--- src/rtl/image_rx_unpack.sv ---
// Receive-side line depacketizer: UDP payload words in, RGB565 pixel stream out,
// with packet length / line sequence / overflow checking via sticky flags.
module image_rx_unpack #(
    parameter int H_PIXEL = 640,
    parameter int V_PIXEL = 480
) (
    input  logic        sys_clk,
    input  logic        sys_rst,
    input  logic        eth_rx_valid,
    input  logic [31:0] eth_rx_data,
    input  logic        eth_rx_done,
    input  logic        err_clr,
    output logic        pix_wr_en,
    output logic [15:0] pix_wr_data,
    output logic [15:0] pix_line,
    output logic        line_start,
    output logic        line_done,
    output logic        frame_start,
    output logic        frame_done,
    output logic        err_len,
    output logic        err_seq,
    output logic        err_ovf
);

    localparam logic [15:0] C_WORDS = 16'(H_PIXEL / 2);
    localparam logic [15:0] C_VPIX  = 16'(V_PIXEL);
    localparam logic [15:0] C_VLAST = 16'(V_PIXEL - 1);

    typedef enum logic [2:0] {
        S_SYNC,
        S_IDLE,
        S_PAYLOAD,
        S_CHECK,
        S_DROP
    } state_t;

    state_t r_state;
    state_t w_next;

    logic [32:0] r_fifo [4];
    logic [1:0]  r_wptr;
    logic [1:0]  r_rptr;
    logic [2:0]  r_count;
    logic        w_full;
    logic        w_empty;
    logic        w_wr;
    logic        w_pop;
    logic [32:0] w_head;

    logic [15:0] r_wcnt;
    logic [15:0] r_exp;
    logic [15:0] r_hdr_line;
    logic        r_pkt_ovf;
    logic [15:0] w_line;
    logic        w_hdr_take;
    logic        w_cnt_inc;
    logic        w_good;
    logic        w_set_len;
    logic        w_set_seq;
    logic        w_set_ovf;

    logic        r_pend;
    logic [15:0] r_hold;
    logic [15:0] r_last;
    logic        r_done_pend;

    logic        r_pix_wr_en;
    logic [15:0] r_pix_wr_data;
    logic [15:0] r_pix_line;
    logic        r_line_start;
    logic        r_line_done;
    logic        r_frame_start;
    logic        r_frame_done;
    logic        r_err_len;
    logic        r_err_seq;
    logic        r_err_ovf;

    assign w_full  = (r_count == 3'd4);
    assign w_empty = (r_count == 3'd0);
    assign w_head  = r_fifo[r_rptr];
    assign w_pop   = !w_empty && !r_pend;
    assign w_line  = eth_rx_data[15:0];

    always_ff @(posedge sys_clk or posedge sys_rst) begin
        if (sys_rst) begin
            r_state <= S_SYNC;
        end else begin
            r_state <= w_next;
        end
    end

    always_comb begin
        w_next     = r_state;
        w_wr       = 1'b0;
        w_hdr_take = 1'b0;
        w_cnt_inc  = 1'b0;
        w_good     = 1'b0;
        w_set_len  = 1'b0;
        w_set_seq  = 1'b0;
        w_set_ovf  = 1'b0;
        case (r_state)
            S_SYNC: begin
                if (eth_rx_done) begin
                    w_next = S_IDLE;
                end
            end
            S_IDLE: begin
                if (eth_rx_valid) begin
                    if (w_line >= C_VPIX) begin
                        w_set_seq = 1'b1;
                        w_next    = eth_rx_done ? S_IDLE : S_DROP;
                    end else if (w_full) begin
                        w_set_ovf = 1'b1;
                        w_next    = eth_rx_done ? S_IDLE : S_DROP;
                    end else begin
                        w_wr       = 1'b1;
                        w_hdr_take = 1'b1;
                        w_set_seq  = (w_line != 16'd0) && (w_line != r_exp);
                        w_next     = eth_rx_done ? S_CHECK : S_PAYLOAD;
                    end
                end else if (eth_rx_done) begin
                    w_set_len = 1'b1;
                end
            end
            S_PAYLOAD: begin
                if (eth_rx_valid) begin
                    w_cnt_inc = 1'b1;
                    w_wr      = !w_full;
                    w_set_ovf = w_full;
                end
                if (eth_rx_done) begin
                    w_next = S_CHECK;
                end
            end
            S_CHECK: begin
                // Decide only once every accepted pixel has left the serializer
                if (w_empty && !r_pend) begin
                    w_next    = S_IDLE;
                    w_set_len = (r_wcnt != C_WORDS);
                    w_good    = (r_wcnt == C_WORDS) && !r_pkt_ovf;
                end
            end
            S_DROP: begin
                if (eth_rx_done) begin
                    w_next = S_IDLE;
                end
            end
            default: begin
                w_next = S_SYNC;
            end
        endcase
    end

    always_ff @(posedge sys_clk) begin
        if (w_wr) begin
            r_fifo[r_wptr] <= {w_hdr_take, eth_rx_data};
        end
    end

    always_ff @(posedge sys_clk or posedge sys_rst) begin
        if (sys_rst) begin
            r_wptr  <= 2'd0;
            r_rptr  <= 2'd0;
            r_count <= 3'd0;
        end else begin
            if (w_wr) begin
                r_wptr <= r_wptr + 2'd1;
            end
            if (w_pop) begin
                r_rptr <= r_rptr + 2'd1;
            end
            case ({w_wr, w_pop})
                2'b10:   r_count <= r_count + 3'd1;
                2'b01:   r_count <= r_count - 3'd1;
                default: r_count <= r_count;
            endcase
        end
    end

    always_ff @(posedge sys_clk or posedge sys_rst) begin
        if (sys_rst) begin
            r_wcnt     <= 16'd0;
            r_exp      <= 16'd0;
            r_hdr_line <= 16'd0;
            r_pkt_ovf  <= 1'b0;
        end else begin
            if (w_hdr_take) begin
                r_wcnt     <= 16'd1;
                r_hdr_line <= w_line;
                r_pkt_ovf  <= 1'b0;
            end else if (w_cnt_inc && (r_wcnt != 16'hFFFF)) begin
                r_wcnt <= r_wcnt + 16'd1;
            end
            if (w_set_ovf) begin
                r_pkt_ovf <= 1'b1;
            end
            if (w_good) begin
                r_exp <= (r_hdr_line == C_VLAST) ? 16'd0 : r_hdr_line + 16'd1;
            end
        end
    end

    // A new error event takes priority over a simultaneous clear
    always_ff @(posedge sys_clk or posedge sys_rst) begin
        if (sys_rst) begin
            r_err_len <= 1'b0;
            r_err_seq <= 1'b0;
            r_err_ovf <= 1'b0;
        end else begin
            r_err_len <= w_set_len | (r_err_len & ~err_clr);
            r_err_seq <= w_set_seq | (r_err_seq & ~err_clr);
            r_err_ovf <= w_set_ovf | (r_err_ovf & ~err_clr);
        end
    end

    always_ff @(posedge sys_clk or posedge sys_rst) begin
        if (sys_rst) begin
            r_pend        <= 1'b0;
            r_hold        <= 16'd0;
            r_last        <= 16'd0;
            r_done_pend   <= 1'b0;
            r_pix_wr_en   <= 1'b0;
            r_pix_wr_data <= 16'd0;
            r_pix_line    <= 16'd0;
            r_line_start  <= 1'b0;
            r_line_done   <= 1'b0;
            r_frame_start <= 1'b0;
            r_frame_done  <= 1'b0;
        end else begin
            r_pix_wr_en   <= 1'b0;
            r_line_start  <= 1'b0;
            r_frame_start <= 1'b0;
            r_done_pend   <= 1'b0;
            r_line_done   <= r_done_pend;
            r_frame_done  <= r_done_pend && (r_pix_line == C_VLAST);
            if (w_pop) begin
                r_pix_wr_en <= 1'b1;
                if (w_head[32]) begin
                    r_pix_wr_data <= w_head[31:16];
                    r_last        <= w_head[31:16];
                    r_pix_line    <= w_head[15:0];
                    r_line_start  <= 1'b1;
                    r_frame_start <= (w_head[15:0] == 16'd0);
                end else begin
                    r_pix_wr_data <= w_head[15:0];
                    r_last        <= w_head[15:0];
                    r_hold        <= w_head[31:16];
                    r_pend        <= 1'b1;
                end
            end else if (r_pend) begin
                r_pix_wr_en   <= 1'b1;
                r_pix_wr_data <= r_hold;
                r_last        <= r_hold;
                r_pend        <= 1'b0;
            end else if (w_good) begin
                // Pad pixel repeats the last received one to fill the line
                r_pix_wr_en   <= 1'b1;
                r_pix_wr_data <= r_last;
                r_done_pend   <= 1'b1;
            end
        end
    end

    assign pix_wr_en   = r_pix_wr_en;
    assign pix_wr_data = r_pix_wr_data;
    assign pix_line    = r_pix_line;
    assign line_start  = r_line_start;
    assign line_done   = r_line_done;
    assign frame_start = r_frame_start;
    assign frame_done  = r_frame_done;
    assign err_len     = r_err_len;
    assign err_seq     = r_err_seq;
    assign err_ovf     = r_err_ovf;

endmodule
--- config.mk ---
export PLATFORM = sky130hd
export DESIGN_NAME = image_rx_unpack
export DESIGN_NICKNAME = d
export VERILOG_FILES = /design/src/rtl/image_rx_unpack.sv
export SDC_FILE = /design/constraint.sdc
export NUM_CORES = 1
export LEC_CHECK = 0
export CAP_MARGIN = 40
export CORE_UTILIZATION = 26
export CTS_CLUSTER_SIZE = 30
export DETAILED_ROUTE_END_ITERATION = 8
export SLEW_MARGIN = 25
export SYNTH_ARGS = -nofsm -noshare
export SYNTH_HDL_FRONTEND = slang
export SYNTH_SLANG_ARGS = --single-unit
--- constraint.sdc ---
create_clock -name sys_clk -period 3.91 [get_ports sys_clk]
set_input_delay 0.5865 -clock sys_clk [delete_from_list [all_inputs] [get_ports sys_clk]]
set_output_delay 0.5865 -clock sys_clk [all_outputs]
set_load 0.01 [all_outputs]
# ---- Word level (Yosys, flattened, before mapping)
# Memories as Yosys holds them, arrays and structs flattened.
# Index checks and enable logic that the tools add are counted.
dict set report word_totals {
  elab_cells 136
  ram_bits 132
  register_bits 133
  inputBits 37
  memories 1
  output_inout_bits 40
}
# name depth word_bits read_ports rd_clocked_by_memory_dff wr line_no
set mem_list {}
lappend mem_list {r_fifo 4 33 1 0 1 40} ;# logic [32:0] r_fifo [4];
dict set report op_classes {
  eq_ne 18
  n_lt_le_gt_ge 1
  n_mux 57
  bitwise 8
  add_sub_neg 6
  n_reduce_logical 23
}
# cell count
set op_table {}
lappend op_table {{$mux 16} 9}
lappend op_table {{$eq 16x9->1 const B} 3}
lappend op_table {{$mux 1} 36}
lappend op_table {{$add 16x1->16 const B} 2}
lappend op_table {{$mux 3} 7}
lappend op_table {{$ge 16x9->1 const B} 1}
lappend op_table {{$logic_not 16->1} 1}
lappend op_table {{$ne 16x16->1} 1}
lappend op_table {{$ne 16x16->1 const B} 1}
lappend op_table {{$ne 16x9->1 const B} 1}
lappend op_table {{$reduce_bool 16->1} 1}
lappend op_table {{$pmux 3 s4} 1}
lappend op_table {{$ne 2x2->1 const B} 4}
lappend op_table {{$reduce_bool 2->1} 4}
lappend op_table {{$eq 3x2->1 const B} 2}
lappend op_table {{$eq 3x3->1 const B} 2}
lappend op_table {{$logic_and 1x1->1} 6}
lappend op_table {{$logic_not 3->1} 2}
lappend op_table {{$pmux 1 s2} 3}
lappend op_table {{$pmux 3 s2} 1}
lappend op_table {{$add 2x1->2 const B} 2}
lappend op_table {{$logic_not 1->1} 4}
lappend op_table {{$reduce_and 2->1} 2}
lappend op_table {{$reduce_and 4->1} 1}
lappend op_table {{other kinds (11)} 16}

# ---- Longest topological paths before layout
dict set report depth {
  word_depth 7
  depth_mapped 12
  mapped_depth_nobuf 11
}

# ---- Least setup slack after synthesis
# OpenSTA, ideal clock, no wires.
dict set report synth_path {
  path_type {input port to flip-flop}
  from {input eth_rx_data[15]}
  to {memory r_fifo[0][0], enable pin}
  required_time_ns 3.517
  stages 6
  setup_ns 0.393
  arrival_time_ns 2.478
  slack_ns 1.038
  path_buffers 1
  cell_sequence {nor4_1 > and3_1 > clkbuf_1 > a21oi_1 > nor2_1 > and2_1}
}
dict set report synth_between {
  elab_chain_len 6
}
# item line_no
set synth_rtl {}
lappend synth_rtl {{from (decl)} 10} ;# input logic [31:0] eth_rx_data,
lappend synth_rtl {{$ge 16x9->1} 109} ;# if (w_line >= C_VPIX) begin
lappend synth_rtl {{$mux 1} 109}
lappend synth_rtl {{$mux 1} 108} ;# if (eth_rx_valid) begin
lappend synth_rtl {{$pmux 1 s2} 101} ;# case (r_state)
lappend synth_rtl {{$mux 1} 155} ;# if (w_wr) begin
lappend synth_rtl {{$mux 1 (not written as such)} 156} ;# r_fifo[r_wptr] <= {w_hdr_take, eth_rx_data};
lappend synth_rtl {{to (decl)} 40}
# Every way passes these cells.

# ---- Worst setup path after layout
dict set report layout_path {
  from {register r_rptr[0]}
  to {register r_pix_line[5] (netlist: pix_line[5])}
}
dict set report layout_between {
  elab_chain_len 2
}
# item line_no
set layout_rtl {}
lappend layout_rtl {{from (decl)} 42} ;# logic [1:0] r_rptr;
lappend layout_rtl {{from (signal assigned)} 170} ;# r_rptr <= r_rptr + 2'd1;
lappend layout_rtl {{$mem_v2 4x33 *} -}
lappend layout_rtl {{$reduce_and 2->1 (no line)} -}
lappend layout_rtl {{to (signal assigned)} 241} ;# r_pix_line <= w_head[15:0];
lappend layout_rtl {{to (decl)} 69} ;# logic [15:0] r_pix_line;
# Every way passes the cells marked *; elsewhere a longest branch is shown, timed or not.
# A chain may end at the register's enable or synchronous reset.

==> summary.txt <==
Clock network
  • CTS Root Buffer Type: clkbuf_16
  • CTS tree: built
  • H-tree depth: 1
  • Buffer levels on the longest clock path: 3
  • Cts hold-fix bufs: 0
  • Worst-Skew Late Latency: 0.55 ns
  • Clock net sink count: 265
  • PostCTS Resize Cnt: 0
  • CTS buffer count: 28
  • Clock transition at the registers of the reported paths: 0.06 ns
  • Postcts setup bufs: 0

Worst setup path
  • CP endpoint kind: register
  • Worst-path maximum fanout: 18
  • CP required: 4.33 ns
  • Setup CP Type: register to register
  • CP Launch Type: register
  • WP data arrival: 3.26 ns

Route
  • Final WL: 25,700 um
  • Routed vias/inst: 4.57
  • First DRT Iteration DRCs: 385
  • Antenna viol nets, final: 0
  • Avg WL per Cell: 18.0 um
  • TritonRoute pass-1 iters: 5
  • Via Count: 6,510
  • DRC: 0

Power
  • Internal Power: 6.53 mW
  • Worst VDD drop: 328 uV
  • Switching pwr: 2.74 mW
  • Switching Fraction: 0.296
  • Seq pwr share: 0.400
  • Leak pwr: 5.02 nW
  • Part of the power in combinational logic: 0.310
  • Total power: 9.27 mW
  • Clock network power share: 0.291
  • PwrDens: 678 mW/mm2

STA
  • Min cycle time layout: 2.84 ns
  • Final Hold Violating Endpoints: 0
  • RSZ-0062 raised after global routing: false
  • Fin Hold WS: 0.407 ns
  • Final setup vio count: 0
  • Worst-margin pin slew: 0.805 ns
  • Slew margin rel.: 0.462
  • TNS Setup: 0 ns
  • Tcrit/Tclk final: 0.726
  • Setup Skew: 0.0196 ns
  • Max-slew violations: 0
  • Fmax: 352 MHz
  • Setup slack after layout: 1.07 ns

Synth
  • FF+latch count, synth: 265
  • Most frequent cell after synthesis: dfrtp_1
  • Post-synth EDFFs: 132
  • Syn Area/Cell: 14.7 um2
  • Top cells by count, synth: dfrtp_1 (133), edfxtp_1 (132), nand2_1 (79)
  • Most area-consuming cells after synthesis: edfxtp_1 (35%), dfrtp_1 (30%), mux4_2 (5.8%)
  • Top-area cell type share of the netlist area: 0.355
  • Syn Std Cell Area: 0.0112 mm2
  • Sequential area share after synthesis: 0.653
  • Simple-gate share of the synthesized area: 0.104
  • Combinational family with the most area after synthesis: multiplexers
  • Post-synth top area cell: edfxtp_1
  • Post-Synth Adder-Cell Area: 0.0108
  • Synth unique cells: 53
  • Ys flop type: dfrtp_1
  • Multiplexer area fraction after synthesis: 0.138
  • Xor/xnor share of the synthesized area: 0.0345
  • Syn_nets: 808
  • Yosys warnings: 0
  • Compound-Gate Fraction of Synth Area: 0.0393
  • Post-Syn Instances: 762
  • Synth async-reset ratio: 0.502

Floorplanning
  • Core Area: 0.0421 mm2
  • Chip height: 209 um
  • Die Wd: 209 um
  • Initial Util: 0.265
  • Die area: 0.0438 mm2
  • Top-Level Pins: 77
  • Row cnt: 75

Layout
  • Final instance area: 0.0137 mm2
  • Area occupied by registers: 0.00729 mm2
  • Area occupied by multi-input gates: 0.00364 mm2
  • Final core utilization: 0.325
  • Post-route insts no fill: 1,426
  • Fillers: 4,124
  • Nets: 911
  • Layout area overhead: 22.4%
  • Layout cell share with drive strength beyond 1: 0.176
  • Diodes inserted: 0

GRT
  • Number of global-route vias before repair: 6,676
  • Total GRT Usage: 0.118
  • Congestion Overflow GR: 0
  • First-pass GRT wire length: 40,300 um
  • Largest net degree at the start of global routing: 45
  • Initial antenna violation count: 1

Outcome
  • Result of the run: complete, no violations

Place
  • Pre-CTS setup slack: 0.712 ns
  • Placed Cells: 1,373
  • Post-DP HPWL: 17,900 um
  • Port bufs: 76
  • Cell area after placement: 0.0127 mm2
  • RePlAce Congestion: 0.783

Min path
  • Worst hold path type: primary input to asynchronous set/reset pin

Job
  • Max_cap viols: 0
==> final timing paths <==
| path | from | to | slack [ns] | cells after the start |
|---|---|---|---|---|
| hold reg to reg | r_done_pend | line_done | 0.42 | 0 |
| setup / recovery | r_rptr[0] | pix_line[5] | 1.07 | 3 |
| setup reg to reg | r_rptr[0] | pix_line[5] | 1.07 | 3 |
| min in group sys_clk | r_done_pend | line_done | 0.42 | 0 |
| max in group asynchronous | sys_rst | pix_wr_data[5] | 2.60 | 4 |
| hold / removal | sys_rst | r_hdr_line[10] | 0.41 | 2 |
==> power groups by stage <==
stage	registers [mW]	clock network, mW	logic (mW)
after detailed placement	3.76	0	2.90
final	3.70	2.69	2.87
after global routing	3.77	2.87	3.10
after global placement	3.75	0	2.85
after floorplan	3.72	0	1.89
after CTS	3.71	2.76	2.92
==> flip-flops by register name, summed over array words and instances (netlist names), 2 cells and up <==
| name | flops |
|---|---|
| r_wcnt | 16 |
| r_hdr_line | 16 |
| r_exp | 16 |
| r_wptr | 2 |
| r_count | 3 |
| r_hold | 16 |
| r_fifo | 132 |
| r_rptr | 2 |
| pix_wr_data | 16 |
| pix_line | 16 |
| r_state | 3 |
| r_last | 16 |
==> worst max-delay path, stage by stage (launching register included) <==
cell	delay, ns
dfrtp_2	0.72
mux4_2	0.87
nand2_1	0.71
mux2_2	0.41
==> metal layers <==
metal | GRT usage | wire length, um
met1 | 0.167 | 12300
met2 | 0.190 | 11800
met3 | 0.0198 | 1100
met4 | 0.0279 | 504
met5 | 0 | 10
==> placed cells by master, fill, tap and decap left out, types with 10 or more instances in the layout <==
cell type        count
mux2_2              41
and2_1              12
inv_1               18
nand4_1             18
buf_4               22
o21ai_0             12
mux4_2              29
clkbuf_16           30
nor2_1              40
nand3_1             14
xnor2_1             33
nand2_1             79
a221o_1             17
xor2_1              11
dfrtp_1            132
nor4_1              15
a21oi_1             10
nor3_1              17
mux2_1              16
edfxtp_1           132
clkdlybuf4s50_1     76
==> layout make-up <==
class	instances	area share
clock buffers	36	0.0573
clock inverters	16	0.0113
inverters	19	0.00549
multi-input cells	446	0.266
flip-flops and latches	265	0.533
well taps	539	0.0493
repair buffers	105	0.0769
==> cell families after synthesis <==
group,Yosys count
AO/OA/AOI/OAI,63
XOR/XNOR,44
adder cells (fa/ha/maj),9
buffers and inverters,51
flip-flops,265
multiplexers,100
AND/OR/NAND/NOR,230
No activity file was read; power rests on OpenSTA's default activity.
